===== config.mk =====
export PLATFORM = sky130hd
export DESIGN_NAME = display_arbiter_flat
export DESIGN_NICKNAME = d
export VERILOG_FILES = /design/src/rtl/display_arbiter_pkg.sv /design/src/rtl/display_arbiter_if.sv /design/src/rtl/display_arbiter_rr_arbiter.sv /design/src/rtl/display_arbiter.sv /design/src/flat_wrapper.sv
export SDC_FILE = /design/constraint.sdc
export NUM_CORES = 1
export LEC_CHECK = 0
export CORE_ASPECT_RATIO = 1.2
export CORE_MARGIN = 2
export CORE_UTILIZATION = 55
export CTS_CLUSTER_SIZE = 25
export DETAILED_ROUTE_END_ITERATION = 8
export DONT_BUFFER_PORTS = 1
export MAX_ROUTING_LAYER = met4
export PLACE_DENSITY = 0.7
export SETUP_SLACK_MARGIN = 0.15
export SYNTH_ARGS = -nofsm -noshare
export SYNTH_HDL_FRONTEND = slang
export SYNTH_SLANG_ARGS = --single-unit

===== constraint.sdc =====
create_clock -name clk -period 5.63 [get_ports clk]
set_input_delay 0.563 -clock clk [delete_from_list [all_inputs] [get_ports clk]]
set_output_delay 0.563 -clock clk [all_outputs]
set_load 0.05 [all_outputs]

===== src/rtl/display_arbiter_pkg.sv =====
// Shared types and sizing helpers for the display arbiter slice.
package display_pkg;

    // Arbiter phases: waiting for a requester, or holding the shown value.
    typedef enum logic {
        IDLE  = 1'b0,
        DWELL = 1'b1
    } state_t;

    localparam int DEFAULT_NUM_SRC = 4;
    localparam int DEFAULT_DATA_W  = 32;

    // Width of a source index; never narrower than one bit.
    function automatic int src_idx_w(input int num_src);
        return (num_src > 1) ? $clog2(num_src) : 1;
    endfunction

endpackage


===== src/rtl/display_arbiter_if.sv =====
// Bundle of request/data inputs and display-driver outputs around the arbiter.
interface display_arbiter_if
    import display_pkg::*;
#(
    parameter int NUM_SRC = DEFAULT_NUM_SRC,
    parameter int DATA_W  = DEFAULT_DATA_W
);
    localparam int IDX_W = src_idx_w(NUM_SRC);

    logic [NUM_SRC-1:0]        req;
    logic [NUM_SRC*DATA_W-1:0] data;
    logic [NUM_SRC-1:0]        grant;
    logic                      load;
    logic [DATA_W-1:0]         number;
    logic [IDX_W-1:0]          active_src;
    logic                      busy;

    // Producer side: raises requests and presents values.
    modport master (
        output req, data,
        input  grant, load, number, active_src, busy
    );

    // Arbiter side: consumes requests, drives the display driver.
    modport slave (
        input  req, data,
        output grant, load, number, active_src, busy
    );

endinterface


===== src/rtl/display_arbiter_rr_arbiter.sv =====
// Combinational round-robin pick: first set request after `last`, wrapping.
module rr_arbiter
    import display_pkg::*;
#(
    parameter int NUM_SRC = DEFAULT_NUM_SRC,
    parameter int IDX_W   = src_idx_w(NUM_SRC)
) (
    input  logic [NUM_SRC-1:0] req,
    input  logic [IDX_W-1:0]   last,
    output logic [IDX_W-1:0]   winner,
    output logic               any_req
);

    logic [IDX_W-1:0]   cand [NUM_SRC];
    logic [NUM_SRC-1:0] hit;

    // Candidate gi is the source gi+1 positions after the last winner.
    genvar gi;
    generate
        for (gi = 0; gi < NUM_SRC; gi++) begin : g_cand
            assign cand[gi] = IDX_W'((int'(last) + 1 + gi) % NUM_SRC);
            assign hit[gi]  = req[cand[gi]];
        end
    endgenerate

    // Nearest requesting candidate wins; scanning downward lets the lowest offset overwrite.
    always_comb begin
        winner  = '0;
        any_req = 1'b0;
        for (int k = NUM_SRC - 1; k >= 0; k--) begin
            if (hit[k]) begin
                winner  = cand[k];
                any_req = 1'b1;
            end
        end
    end

endmodule


===== src/rtl/display_arbiter.sv =====
// Shares one seven-segment driver among several requesters: round-robin grant,
// one-cycle load pulse with the captured word, then a minimum dwell.
module display_arbiter
    import display_pkg::*;
#(
    parameter int NUM_SRC      = DEFAULT_NUM_SRC,
    parameter int DATA_W       = DEFAULT_DATA_W,
    parameter int DWELL_CYCLES = 1000
) (
    input  logic             clk,
    input  logic             rst,
    display_arbiter_if.slave bus
);

    localparam int IDX_W = src_idx_w(NUM_SRC);
    localparam int CNT_W = $clog2(DWELL_CYCLES + 1);

    state_t              state_reg, state_next;
    logic [CNT_W-1:0]    cnt_reg, cnt_next;
    logic [IDX_W-1:0]    last_reg, last_next;
    logic [NUM_SRC-1:0]  grant_reg, grant_next;
    logic                load_reg, load_next;
    logic [DATA_W-1:0]   number_reg, number_next;
    logic [IDX_W-1:0]    active_reg, active_next;

    logic [IDX_W-1:0]    winner;
    logic                any_req;

    rr_arbiter #(
        .NUM_SRC (NUM_SRC),
        .IDX_W   (IDX_W)
    ) u_rr (
        .req     (bus.req),
        .last    (last_reg),
        .winner  (winner),
        .any_req (any_req)
    );

    // State register; reset returns to IDLE at once, even mid-dwell.
    always_ff @(posedge clk or negedge rst) begin
        if (!rst) begin
            state_reg <= IDLE;
        end else begin
            state_reg <= state_next;
        end
    end

    // Capture, pulse and dwell-counter registers; last starts at the top so source 0 wins first.
    always_ff @(posedge clk or negedge rst) begin
        if (!rst) begin
            cnt_reg    <= '0;
            last_reg   <= IDX_W'(NUM_SRC - 1);
            grant_reg  <= '0;
            load_reg   <= 1'b0;
            number_reg <= '0;
            active_reg <= '0;
        end else begin
            cnt_reg    <= cnt_next;
            last_reg   <= last_next;
            grant_reg  <= grant_next;
            load_reg   <= load_next;
            number_reg <= number_next;
            active_reg <= active_next;
        end
    end

    // Next-state and register updates: grant from IDLE, count down in DWELL ignoring requests.
    always_comb begin
        state_next  = state_reg;
        cnt_next    = cnt_reg;
        last_next   = last_reg;
        grant_next  = '0;
        load_next   = 1'b0;
        number_next = number_reg;
        active_next = active_reg;
        case (state_reg)
            IDLE: begin
                if (any_req) begin
                    number_next = bus.data[int'(winner)*DATA_W +: DATA_W];
                    grant_next  = NUM_SRC'(1) << winner;
                    load_next   = 1'b1;
                    active_next = winner;
                    last_next   = winner;
                    cnt_next    = CNT_W'(DWELL_CYCLES - 1);
                    state_next  = DWELL;
                end
            end
            DWELL: begin
                if (cnt_reg != '0) begin
                    cnt_next = cnt_reg - CNT_W'(1);
                end else begin
                    state_next = IDLE;
                end
            end
            default: begin
                state_next = IDLE;
            end
        endcase
    end

    assign bus.grant      = grant_reg;
    assign bus.load       = load_reg;
    assign bus.number     = number_reg;
    assign bus.active_src = active_reg;
    assign bus.busy       = (state_reg == DWELL);

endmodule


===== src/flat_wrapper.sv =====
// flat-port wrapper written by rule: the top's interface ports become plain ports
module display_arbiter_flat import display_pkg::*;
#(
    parameter int NUM_SRC      = DEFAULT_NUM_SRC,
    parameter int DATA_W       = DEFAULT_DATA_W,
    parameter int DWELL_CYCLES = 1000
)
  (clk, rst, bus_req, bus_data, bus_grant, bus_load, bus_number, bus_active_src, bus_busy);
  display_arbiter_if #(.NUM_SRC(NUM_SRC), .DATA_W(DATA_W)) bus_i ();
  input  logic clk;
  input  logic rst;
  input wire logic [$bits(bus_i.req)-1:0] bus_req;
  input wire logic [$bits(bus_i.data)-1:0] bus_data;
  output wire logic [$bits(bus_i.grant)-1:0] bus_grant;
  output wire logic [$bits(bus_i.load)-1:0] bus_load;
  output wire logic [$bits(bus_i.number)-1:0] bus_number;
  output wire logic [$bits(bus_i.active_src)-1:0] bus_active_src;
  output wire logic [$bits(bus_i.busy)-1:0] bus_busy;
  assign bus_i.req = bus_req;
  assign bus_i.data = bus_data;
  assign bus_grant = bus_i.grant;
  assign bus_load = bus_i.load;
  assign bus_number = bus_i.number;
  assign bus_active_src = bus_i.active_src;
  assign bus_busy = bus_i.busy;
  display_arbiter #(.NUM_SRC(NUM_SRC), .DATA_W(DATA_W), .DWELL_CYCLES(DWELL_CYCLES)) u_core (.clk(clk), .rst(rst), .bus(bus_i));
endmodule

==> out/qor.yml, run 1 <==
status:
  outcome: "completed"
worst_setup_path:
  path_max_fanout: 35
  end_kind: "register"
  cp.arrival_ns: 3.11
  required_ns: 5.84
  worstReg2RegStart: "u_core.last_reg[0]"
  cp-start-kind: "register"
  crit_path_frequent_cell: "a211oi_1"
  worstSetupStartpoint: "u_core.last_reg[0]"
  max_stage_delay_ns: 0.91
  critPathKind: "register to register"
  crit_chain: "o21ai_1, a21oi_4, or3_2, a211oi_1, a211oi_1"
  worst_path_max_delay_cell: "or3_2"
clock_network:
  postCtsHoldBufs: 1
  cts_tree: "built"
  clock_sinks: 52
  root_buffer: "clkbuf_8"
  cts_resized: 0
  cts_max_level: 2
  cts_setup_buffers: 0
  clk_latency_ns: 0.30
  cts_buffers: 5
  clockBufferDepth: 2
  clk_pin_slew_ns: 0.10
layout:
  antenna_cells: 0
  drive_above_1_share_pct: 15.24
  nets: 463
  multi_input_area_um2: 1813
  fin_area_um2: 3408
  fill_cells: 501
  largest_register_ff_count: 32
  seq_area_um2: 1304
  area_growth_pct: 4.168
global_routing:
  antenna_found_initial: 0
  grt_max_degree: 51
  grt_pass1_wl_mm: 12.64
  grt-ovfl-total: 0
  grt_pass1_vias: 2621
  grt_use_total_pct: 25.30
logic_synthesis:
  synth_area_leaders: "dfrtp_1 38%, mux2i_1 10%, a211oi_2 10%, a211oi_1 8.7%, nor3_1 5.7%"
  yosys.area.top_type: "dfrtp_1"
  syn_area_per_cell_um2: 9.484
  yosys_warnings: 0
  ys_ff_latch: 52
  ys.flop_type: "dfrtp_1"
  synth_cells: 345
  synth-edff-count: 0
  synth.distinct_cells: 42
  synthArstFlopShare_pct: 100.0
  syn_nets: 481
  ys_seq_area_share_pct: 39.85
  syn_area_um2: 3272
  synth_top_cell_area_share_pct: 38.24
floorplanning:
  core_area_um2: 5705
  die_y_um: 88.49
  pin_count: 174
  rows: 30
  die_w_um: 74.41
  initial_core_util_pct: 57.35
  die_area_um2: 6585
power:
  leakagePower_nw: 1.375
  peakVddDrop_v: 0.0001223
  powerDensity_nw_per_um2: 303.0
sta:
  hold_violations: 0
  clock_skew_ns: 0.008013
  layout_min_cycle_time_ns: 2.895
  final-setup-viol-count: 0
  fmax_ghz: 0.3454
  finalCritPeriodShare_pct: 51.43
  relSlewSlack_pct: 27.69
  worst_pin_slew_ns: 1.081
  rsz0062_at_grt: "no"
  finalMaxSlewViolations: 0
  final.setup.tns_ns: 0
detailed_routing:
  ant_nets: 0
  num_vias: 2579
  first_pass_iters: 4
  routedWlPerCell_um: 19.73
  via_per_inst: 6.321
  drt-initial-drc-count: 109
  drc_errors: 0
  routed_wl_mm: 8.051
place:
  dpl.hpwl_mm: 5.415
  placed_area_um2: 3254
  io_buffer_count: 0
  gp_congestion: 0.7832
job:
  cap_violations: 0
hold_path:
  hp-class: "input port to async pin"
==> report_power, final <==
part / internal, mW / switching, mW
combinational: 0.0688 / 0.0983
sequential: 0.420 / 0.162
clock: 0.157 / 0.126
==> layout make-up <==
class	count	share of cell area, %
multi-input combinational	260	53.19
sequential	52	38.25
tap	80	2.937
clock buffer	7	2.827
timing repair buffer	4	1.468
clock inverter	1	0.8811
inverter	4	0.4405
==> cells in the final DEF, fill, tap and decap left out, drive strengths merged <==
| cell | n |
|---|---|
| a211oi | 65 |
| dfrtp | 50 |
| nor2 | 41 |
| nand2 | 40 |
| nor3 | 38 |
| mux2i | 34 |
| clkbuf | 7 |
| o21ai | 6 |
| inv | 4 |
| buf | 4 |
| a21oi | 4 |
| nand2b | 3 |
| nor4 | 3 |
| or2 | 2 |
| nand3 | 2 |
| and3 | 2 |
| xor2 | 2 |
| a31oi | 2 |
| o31ai | 2 |
| ha | 2 |
| dfstp | 2 |
| a21bo | 1 |
| o22ai | 1 |
| nor3b | 1 |
| or3 | 1 |
| nor2b | 1 |
| or3b | 1 |
| or4b | 1 |
| a211o | 1 |
| nand4b | 1 |
| o211ai | 1 |
| a21o | 1 |
| mux2 | 1 |
| bufinv | 1 |
==> worst max-delay path, delay by kind of cell (launching register included) <==
| family | cells | cell delay, ns |
|---|---|---|
| AOI/OAI and AO/OA | 4 | 1.30 |
| and+or+nand+nor | 1 | 0.91 |
| DFF | 1 | 0.59 |
==> synth_stat cells, drive strengths merged (2+ instances only) <==
library cell / count
and3: 2
mux2i: 34
a31oi: 2
dfstp: 2
clkbuf: 12
nand2b: 3
nor4: 3
buf: 17
ha: 2
nor2: 41
nand3: 2
or2: 2
inv: 4
o21ai: 6
nor3: 38
a211oi: 65
dfrtp: 50
o31ai: 2
xor2: 2
a21oi: 4
nand2: 40
==> kinds of logic (layout without fill, tap and decap cells) <==
logic type	Yosys count	count (layout)	synth area share, %
compound gates	84	84	22.98
xor+xnor	2	2	0.5355
fa+ha+maj	2	2	0.7647
buf+inv	33	16	5.736
flops	52	52	39.85
mux	35	35	10.75
simple gates	137	137	19.39
==> per-layer routing <==
metal / track usage [%] / vias up / wire length (µm)
met2: 41.75 / 122 / 4110
met1: 31.37 / 1216 / 3259
met4: 8.279 / 0 / 142
met5: - / - / 0
li1: - / 1226 / -
met3: 4.328 / 15 / 539
==> metrics by stage <==
step	utilization, %	cells	power [mW]	hold WS [ns]	setup slack [ns]
floorplan	-	345	0.7234	0.2674	3.762
global placement	57.04	399	0.7419	0.2686	2.697
detailed placement	57.04	399	0.7498	0.2687	2.621
CTS	59.74	408	1.040	0.07980	2.712
global route	59.74	408	1.081	0.06395	2.490
finish	59.74	408	1.033	0.09331	2.735
==> final timing paths <==
path / to / slack [ns] / cells past startpoint
max: u_core.bus.number[20] / 2.73 / 5
min: u_core.last_reg[1] / 0.09 / 0
max reg2reg: u_core.bus.number[20] / 2.73 / 5
min reg2reg: u_core.last_reg[1] / 0.52 / 2
max in group asynchronous: u_core.bus.number[9] / 5.31 / 1
min in group clk: u_core.bus.number[25] / 0.48 / 2
Note: power is estimated with default switching activity, not from simulation.
==> run 2: changes to the inputs <==
==> constraint.sdc (replaced) <==
create_clock -name clk -period 3 [get_ports clk]
set_input_delay 0.3 -clock clk [delete_from_list [all_inputs] [get_ports clk]]
set_output_delay 0.3 -clock clk [all_outputs]
set_load 0.05 [all_outputs]
==> run 2 against run 1 <==
Net effect: setup slack got worse by 2.1 ns; global-route usage decreased by 0.19 points; fmax increased by 24%; critical path type unchanged; die area unchanged; flip-flop and latch count unchanged; first-iteration DRC count increased by 32%; clock-buffer cell count decreased by 2; core utilization increased by 1.2 points; via count about the same; hold slack improved by 0.13 ns.
==> out/qor.yml, run 2 (synthesis results as in run 1) <==
status:
  outcome: "completed"  # unchanged
layout:
  fill_cells: 515  # was 501
  drive_above_1_share_pct: 17.21  # was 15.24%
  area_growth_pct: 6.233  # was 4.168%
  final_cell_mix: "50 x dfrtp_1, 40 x nor2_1, 40 x nand2_1, 38 x a211oi_1, 37 x nor3_1"  # unchanged
  fin_area_um2: 3476  # was 3408 µm²
  seq_area_um2: 1304  # unchanged
  antenna_cells: 0  # unchanged
  final_common_cell: "dfrtp_1"  # unchanged
  largest_register_ff_count: 32  # unchanged
  nets: 472  # was 463
  multi_input_area_um2: 1813  # unchanged
detailed_routing:
  drc_errors: 0  # unchanged
  first_pass_iters: 4  # unchanged
  drt-initial-drc-count: 144  # was 109
  via_per_inst: 6.180  # was 6.321
  ant_nets: 0  # unchanged
  routed_wl_mm: 8.070  # was 8.051 mm
  num_vias: 2577  # was 2579
  routedWlPerCell_um: 19.35  # was 19.73 µm
place:
  placed_area_um2: 3327  # was 3254 µm²
  io_buffer_count: 0  # unchanged
  gp_congestion: 0.7915  # was 0.7832
  dpl.hpwl_mm: 5.723  # was 5.415 mm
worst_setup_path:
  worst_path_max_delay_cell: "o21ai_4"  # was or3_2
  path_max_fanout: 23  # was 35
  required_ns: 3.20  # was 5.84 ns
  regToRegSetupSlack_ns: 0.66  # was 2.73 ns
  worstRegToRegCells: 6  # was 5
  critPathKind: "register to register"  # unchanged
  cp-start-kind: "register"  # unchanged
  end_kind: "register"  # unchanged
  r2r-end: "u_core.bus.number[9]"  # was u_core.bus.number[20]
  cp.arrival_ns: 2.54  # was 3.11 ns
  worstReg2RegStart: "u_core.last_reg[1]"  # was u_core.last_reg[0]
  max_stage_delay_ns: 0.65  # was 0.91 ns
  crit_chain: "mux2i_1, o22ai_1, o21ai_4, buf_4, a211oi_2, a211oi_1"  # was o21ai_1, a21oi_4, or3_2, a211oi_1, a211oi_1
clock_network:
  cts_max_level: 2  # unchanged
  cts_tree: "built"  # unchanged
  clk_pin_slew_ns: 0.10  # about the same
  clk_latency_ns: 0.30  # about the same
  cts_buffers: 5  # unchanged
  root_buffer: "clkbuf_8"  # unchanged
  clock_sinks: 52  # unchanged
  clockBufferDepth: 2  # unchanged
sta:
  finalCritPeriodShare_pct: 77.88  # was 51.43%
  final.setup.tns_ns: 0  # unchanged
  relSlewSlack_pct: 45.83  # was 27.69%
  hold_violations: 0  # unchanged
  finalMaxSlewViolations: 0  # unchanged
  layout_min_cycle_time_ns: 2.336  # was 2.895 ns
  rsz0062_at_grt: "no"  # unchanged
  final-setup-viol-count: 0  # unchanged
  fmax_ghz: 0.4280  # was 0.3454 GHz
  clock_skew_ns: 0.004705  # was 0.008013 ns
  worst_pin_slew_ns: 0.8094  # was 1.081 ns
global_routing:
  grt-ovfl-total: 0  # unchanged
  antenna_found_initial: 0  # unchanged
  grt_pass1_wl_mm: 12.45  # was 12.64 mm
  grt_max_degree: 53  # was 51
  grt_use_total_pct: 25.11  # was 25.30%
  grt_pass1_vias: 2517  # was 2621
hold_path:
  hp-start: "bus_data[0]"
  hold_path_depth: 2
  worstHoldEndpoint: "u_core.bus.number[0]"
  hp-class: "input port to register"  # was input port to async pin
floorplanning:
  pin_count: 174  # unchanged
  core_area_um2: 5705  # unchanged
  initial_core_util_pct: 57.35  # unchanged
  die_y_um: 88.49  # unchanged
  die_w_um: 74.41  # unchanged
  die_area_um2: 6585  # unchanged
  rows: 30  # unchanged
job:
  cap_violations: 0  # unchanged
power:
  leakagePower_nw: 1.412  # was 1.375 nW
  powerDensity_nw_per_um2: 546.6  # was 303.0 nW/µm²
  peakVddDrop_v: 0.0002472  # was 0.0001223 V
-- run 2: what timing repair did --
| item | in CTS | in global routing |
|---|---|---|
| gates resized for setup | 0 | 0 |
| hold buffers | 2 | 0 |
| buffers inserted | 0 | 0 |
| endpoints found under the hold margin | 52 | 0 |
-- run 2: worst max-delay path: cells and delay by family (launching register included) --
family	cells	cell delay, ns
compound gates	4	1.08
flops	1	0.59
buf+inv	1	0.36
mux	1	0.20
-- run 2: worst max-delay path by stage --
stage / startpoint / to
after global routing: u_core.last_reg[1] / u_core.bus.number[10]
after detailed placement: u_core.last_reg[1] / u_core.bus.number[7]
after CTS: u_core.last_reg[1] / u_core.bus.number[7]
after floorplan: u_core.last_reg[1] / u_core.bus.number[0]
after global placement: u_core.last_reg[1] / u_core.bus.number[12]
final: u_core.last_reg[1] / u_core.bus.number[9]
-- run 2: metal layers --
| layer | routed length [µm] | part of all wire (%) | vias up | global-route usage (%) |
|---|---|---|---|---|
| met5 | 0 | 0 | - | - |
| met4 | 56 | 0.69 | 0 | 6.981 |
| met3 | 528 | 6.5 | 4 | 4.897 |
| met2 | 4233 | 52 | 104 | 41.51 |
| met1 | 3251 | 40 | 1218 | 31.25 |
| li1 | - | - | 1251 | - |
-- run 2: layout make-up --
| class | instances | share of cell area, % |
|---|---|---|
| timing repair buffer | 13 | 3.816 |
| sequential | 52 | 37.51 |
| clock buffer | 5 | 1.980 |
| multi-input combinational | 260 | 52.16 |
| tap | 80 | 2.880 |
| clock inverter | 3 | 1.224 |
| inverter | 4 | 0.4320 |
-- run 2: report_power, final --
group,switching [mW],internal [mW]
Clock,0.232,0.247
Combinational,0.188,0.140
Sequential,0.304,0.788
-- run 2: stage by stage --
step / setup WS (ns) / total power, mW / utilization [%] / cells / hold slack (ns)
after floorplan: 1.214 / 1.358 / - / 345 / 0.004409
after global placement: 0.7041 / 1.406 / 58.31 / 407 / 0.005780
after detailed placement: 0.6360 / 1.419 / 58.31 / 407 / 0.005899
after CTS: 0.6032 / 1.924 / 60.92 / 417 / 0.2131
after global routing: 0.4288 / 1.995 / 60.92 / 417 / 0.2224
final: 0.6636 / 1.900 / 60.92 / 417 / 0.2205
==> run 3: changes to the inputs <==
--- a/config.mk
+++ b/config.mk
@@ -5,6 +5,7 @@
 export SDC_FILE = /design/constraint.sdc
 export NUM_CORES = 1
 export LEC_CHECK = 0
+export ABC_AREA = 1
 export CORE_ASPECT_RATIO = 1.2
 export CORE_MARGIN = 2
 export CORE_UTILIZATION = 55
@@ -12,7 +13,7 @@
 export DETAILED_ROUTE_END_ITERATION = 8
 export DONT_BUFFER_PORTS = 1
 export MAX_ROUTING_LAYER = met4
-export PLACE_DENSITY = 0.7
+export PLACE_DENSITY = 0.73
 export SETUP_SLACK_MARGIN = 0.15
 export SYNTH_ARGS = -nofsm -noshare
 export SYNTH_HDL_FRONTEND = slang
==> constraint.sdc (replaced) <==
create_clock -name clk -period 2 [get_ports clk]
set_input_delay 0.2 -clock clk [delete_from_list [all_inputs] [get_ports clk]]
set_output_delay 0.2 -clock clk [all_outputs]
set_load 0.05 [all_outputs]
==> run 3 against run 2 <==
Net effect: first-iteration DRC count up 88%; clock-buffer cell count up 3; critical path type unchanged; power up 16%; synthesized cell count up 44%; the run now ends with negative setup slack left; setup slack worse by 0.81 ns; combinational power up 68%; highest routed layer unchanged; clock power up 25%; non-clock buffer count up 35; synthesized area up 3.0%.
==> out/qor.yml, run 3 <==
worst_setup_path:
  end_kind: "register"  # unchanged
  r2r-end: "u_core.bus.number[25]"  # was u_core.bus.number[9]
  worstSetupStartpoint: "u_core.last_reg[0]"  # was u_core.last_reg[1]
  path_buf_inv: 4  # was 1
  max_stage_delay_ns: 0.65  # about the same
  cp-start-kind: "register"  # unchanged
  path_max_fanout: 10  # was 23
  worstRegToRegCells: 13  # was 6
  critPathKind: "register to register"  # unchanged
  regToRegSetupSlack_ns: -0.15  # was 0.66 ns
  cp.arrival_ns: 2.34  # was 2.54 ns
  required_ns: 2.20  # was 3.20 ns
  worstReg2RegStart: "u_core.last_reg[0]"  # was u_core.last_reg[1]
  crit_chain: "clkinv_4, nand2_4, nand2_4, nand2_2, nand2_2, inv_2, nand3_4, buf_12, clkbuf_16, nand3_1, nand3_2, nand3_1, nand2_1"  # was mux2i_1, o22ai_1, o21ai_4, buf_4, a211oi_2, a211oi_1
  crit_family: "simple AND/OR/NAND/NOR gates"  # was compound AO/OA/AOI/OAI gates
  worst_path_max_delay_cell: "dfstp_2"  # was o21ai_4
power:
  peakVddDrop_v: 0.0003206  # was 0.0002472 V
  powerDensity_nw_per_um2: 462.3  # was 546.6 nW/µm²
  total_power_mw: 2.201  # was 1.900 mW
  leakagePower_nw: 2.317  # was 1.412 nW
clock_network:
  clockBufferDepth: 2  # unchanged
  root_buffer: "clkbuf_8"  # unchanged
  cts_buffers: 5  # unchanged
  clk_pin_slew_ns: 0.10  # about the same
  clk_latency_ns: 0.31  # was 0.30 ns
  cts_max_level: 2  # unchanged
  cts_tree: "built"  # unchanged
  clock_sinks: 52  # unchanged
floorplanning:
  initial_core_util_pct: 56.43  # was 57.35%
  pin_count: 174  # unchanged
  rows: 31  # was 30
  die_w_um: 75.47  # was 74.41 µm
  die_y_um: 89.76  # was 88.49 µm
  die_area_um2: 6773  # was 6585 µm²
  core_area_um2: 5973  # was 5705 µm²
logic_synthesis:
  synth_area_leaders: "dfrtp_1 37%, nand3_1 25%, nand2_1 19%, buf_2 2.4%, buf_4 1.8%"  # was dfrtp_1 38%, mux2i_1 10%, a211oi_2 10%, a211oi_1 8.7%, nor3_1 5.7%
  synth_top_family_by_area: "simple AND/OR/NAND/NOR gates"  # was compound AO/OA/AOI/OAI gates
  ys_ff_latch: 52  # unchanged
  synth-xor-area-share_pct: 0.5197  # was 0.5354%
  syn_area_per_cell_um2: 6.796  # was 9.484 µm²
  synth_adder_area_share_pct: 0.7424  # was 0.7648%
  synth-simple-area-share_pct: 49.37  # was 19.39%
  synth_most_common_cell: "nand2_1"  # was dfrtp_1
  synth_compound_area_share_pct: 2.450  # was 22.98%
  yosys_warnings: 0  # unchanged
  ys_seq_area_share_pct: 38.68  # was 39.85%
  synth_common_cells: "174 x nand2_1, 167 x nand3_1, 50 x dfrtp_1"  # was 50 x dfrtp_1, 41 x nor2_1, 40 x nand2_1
  synth-edff-count: 0  # unchanged
  synth_cells: 496  # was 345
  yosys.area.top_type: "dfrtp_1"  # unchanged
  synthArstFlopShare_pct: 100.0  # unchanged
  synth.distinct_cells: 28  # was 42
  ys.flop_type: "dfrtp_1"  # unchanged
  syn_area_um2: 3371  # was 3272 µm²
  synth_top_cell_area_share_pct: 37.12  # was 38.24%
  syn_nets: 632  # was 481
  muxShareOfSynthArea_pct: 0  # was 10.75%
detailed_routing:
  drt-initial-drc-count: 271  # was 144
  ant_nets: 0  # unchanged
  via_per_inst: 6.483  # was 6.180
  num_vias: 3890  # was 2577
  drc_errors: 0  # unchanged
  routed_wl_mm: 13.04  # was 8.070 mm
  routedWlPerCell_um: 21.74  # was 19.35 µm
  first_pass_iters: 5  # was 4
layout:
  seq_area_um2: 1304  # unchanged
  area_growth_pct: 41.24  # was 6.233%
  fill_cells: 417  # was 515
  largest_register_ff_count: 32  # unchanged
  final_common_cell: "nand2_1"  # was dfrtp_1
  nets: 653  # was 472
  multi_input_area_um2: 2375  # was 1813 µm²
  drive_above_1_share_pct: 33.20  # was 17.21%
  final_cell_mix: "135 x nand2_1, 112 x nand3_1, 52 x nand3_2, 50 x dfrtp_1, 27 x nand2_2"  # was 50 x dfrtp_1, 40 x nor2_1, 40 x nand2_1, 38 x a211oi_1, 37 x nor3_1
  antenna_cells: 0  # unchanged
place:
  dpl.hpwl_mm: 6.545  # was 5.723 mm
  io_buffer_count: 0  # unchanged
  gp_congestion: 0.8343  # was 0.7915
sta:
  relSlewSlack_pct: 63.63  # was 45.83%
  final.setup.tns_ns: -3.338  # was 0 ns
  final-setup-viol-count: 37  # was 0
  clock_skew_ns: 0.01044  # was 0.004705 ns
  hold_violations: 0  # unchanged
  finalMaxSlewViolations: 0  # unchanged
  fmax_ghz: 0.4656  # was 0.4280 GHz
  setup_ws_ns: -0.1480  # was 0.6636 ns
  rsz0062_at_grt: "yes"  # was no
  finalCritPeriodShare_pct: 107.4  # was 77.88%
  layout_min_cycle_time_ns: 2.148  # was 2.336 ns
  worst_pin_slew_ns: 0.5455  # was 0.8094 ns
job:
  cap_violations: 0  # unchanged
global_routing:
  grt_pass1_wl_mm: 15.96  # was 12.45 mm
  grt_use_total_pct: 31.10  # was 25.11%
  antenna_found_initial: 0  # unchanged
  grt_max_degree: 53  # unchanged
  grt-ovfl-total: 0  # unchanged
  grt_pass1_vias: 3266  # was 2517
status:
  violations: "negative setup slack"
  outcome: "finished, violations left"  # was completed
hold_path:
  hold_path_depth: 4  # was 2
  hp-class: "input port to register"  # unchanged
  hp-start: "bus_data[127]"  # was bus_data[0]
  worstHoldEndpoint: "u_core.bus.number[31]"  # was u_core.bus.number[0]
## run 3: changes by cell type in the layout (fill, tap and decap cells not counted), moves of 6 or more
cell / change
nand3_2: +52
clkbuf_16: +12
mux2i_1: -34
buf_12: +6
nand2_1: +95
nor3_1: -35
a211oi_2: -27
a211oi_1: -38
nand2_4: +15
buf_16: +6
nand3_1: +110
nand2_2: +27
buf_6: +7
nor2_1: -25
## run 3: logic make-up after synthesis
logic type | count (synthesis)
flops | 52
simple gates | 374
xor+xnor | 2
buf+inv | 50
compound gates | 16
fa+ha+maj | 2
## run 3: worst reg2reg max path: cells and delay by family, from the launching register on
| kind | cells | cell delay (ns) |
|---|---|---|
| simple gates | 9 | 0.79 |
| buf+inv | 4 | 0.60 |
| flops | 1 | 0.65 |
## run 3: timing repair
| action | 4_1_cts | 5_1_grt |
|---|---|---|
| gates resized for setup | 15 | 134 |
| pin swaps | 9 | 60 |
| buffers inserted | 2 | 8 |
| endpoints found under the hold margin | 52 | 0 |
| endpoints found under the setup margin | 42 | 47 |
| hold buffers | 2 | 0 |
| gates cloned | 4 | 17 |
## run 3: cell type report
class | instances | area share [%]
inverters | 14 | 1.367
well taps | 82 | 2.155
repair buffers | 48 | 17.53
clock buffers | 8 | 1.682
flip-flops and latches | 52 | 27.38
multi-input cells | 396 | 49.88
## run 3: layer usage
metal / part of all wire [%] / track usage [%] / routed length, µm / vias up
met5: 0 / - / 0 / -
met4: 3.9 / 7.456 / 515 / 0
met3: 11 / 6.390 / 1398 / 49
met2: 51 / 50.00 / 6600 / 298
met1: 35 / 39.87 / 4526 / 1845
li1: - / - / - / 1698
## run 3: how the worst max path moves through the flow
stage | to | slack (ns) | cells after the start
finish | u_core.bus.number[25] | -0.15 | 13
detailed placement | u_core.bus.number[19] | -0.02 | 13
global placement | u_core.last_reg[0] | 0.02 | 9
floorplan | u_core.bus.number[0] | 0.21 | 14
global route | u_core.bus.number[29] | -0.24 | 14
CTS | u_core.bus.number[19] | 0.03 | 14
## run 3: per-stage QoR
step / util [%] / hold slack (ns) / setup WS [ns] / instance area, µm² / instances
2_1_floorplan: - / -0.09559 / 0.2095 / 3371 / 496
3_3_place_gp: 57.79 / -0.09430 / 0.02328 / 3452 / 559
3_5_place_dp: 57.79 / -0.09452 / -0.01668 / 3452 / 559
4_1_cts: 63.07 / 0.1218 / 0.03236 / 3767 / 575
5_1_grt: 79.70 / 0.1330 / -0.2404 / 4761 / 600
6_report: 79.70 / 0.1202 / -0.1480 / 4761 / 600
## run 3: power by group
| part | switching [mW] | leakage [nW] | internal (mW) |
|---|---|---|---|
| clock | 0.347 | 0.0395 | 0.250 |
| combinational | 0.307 | 1.58 | 0.246 |
| sequential | 0 | 0.700 | 1.05 |
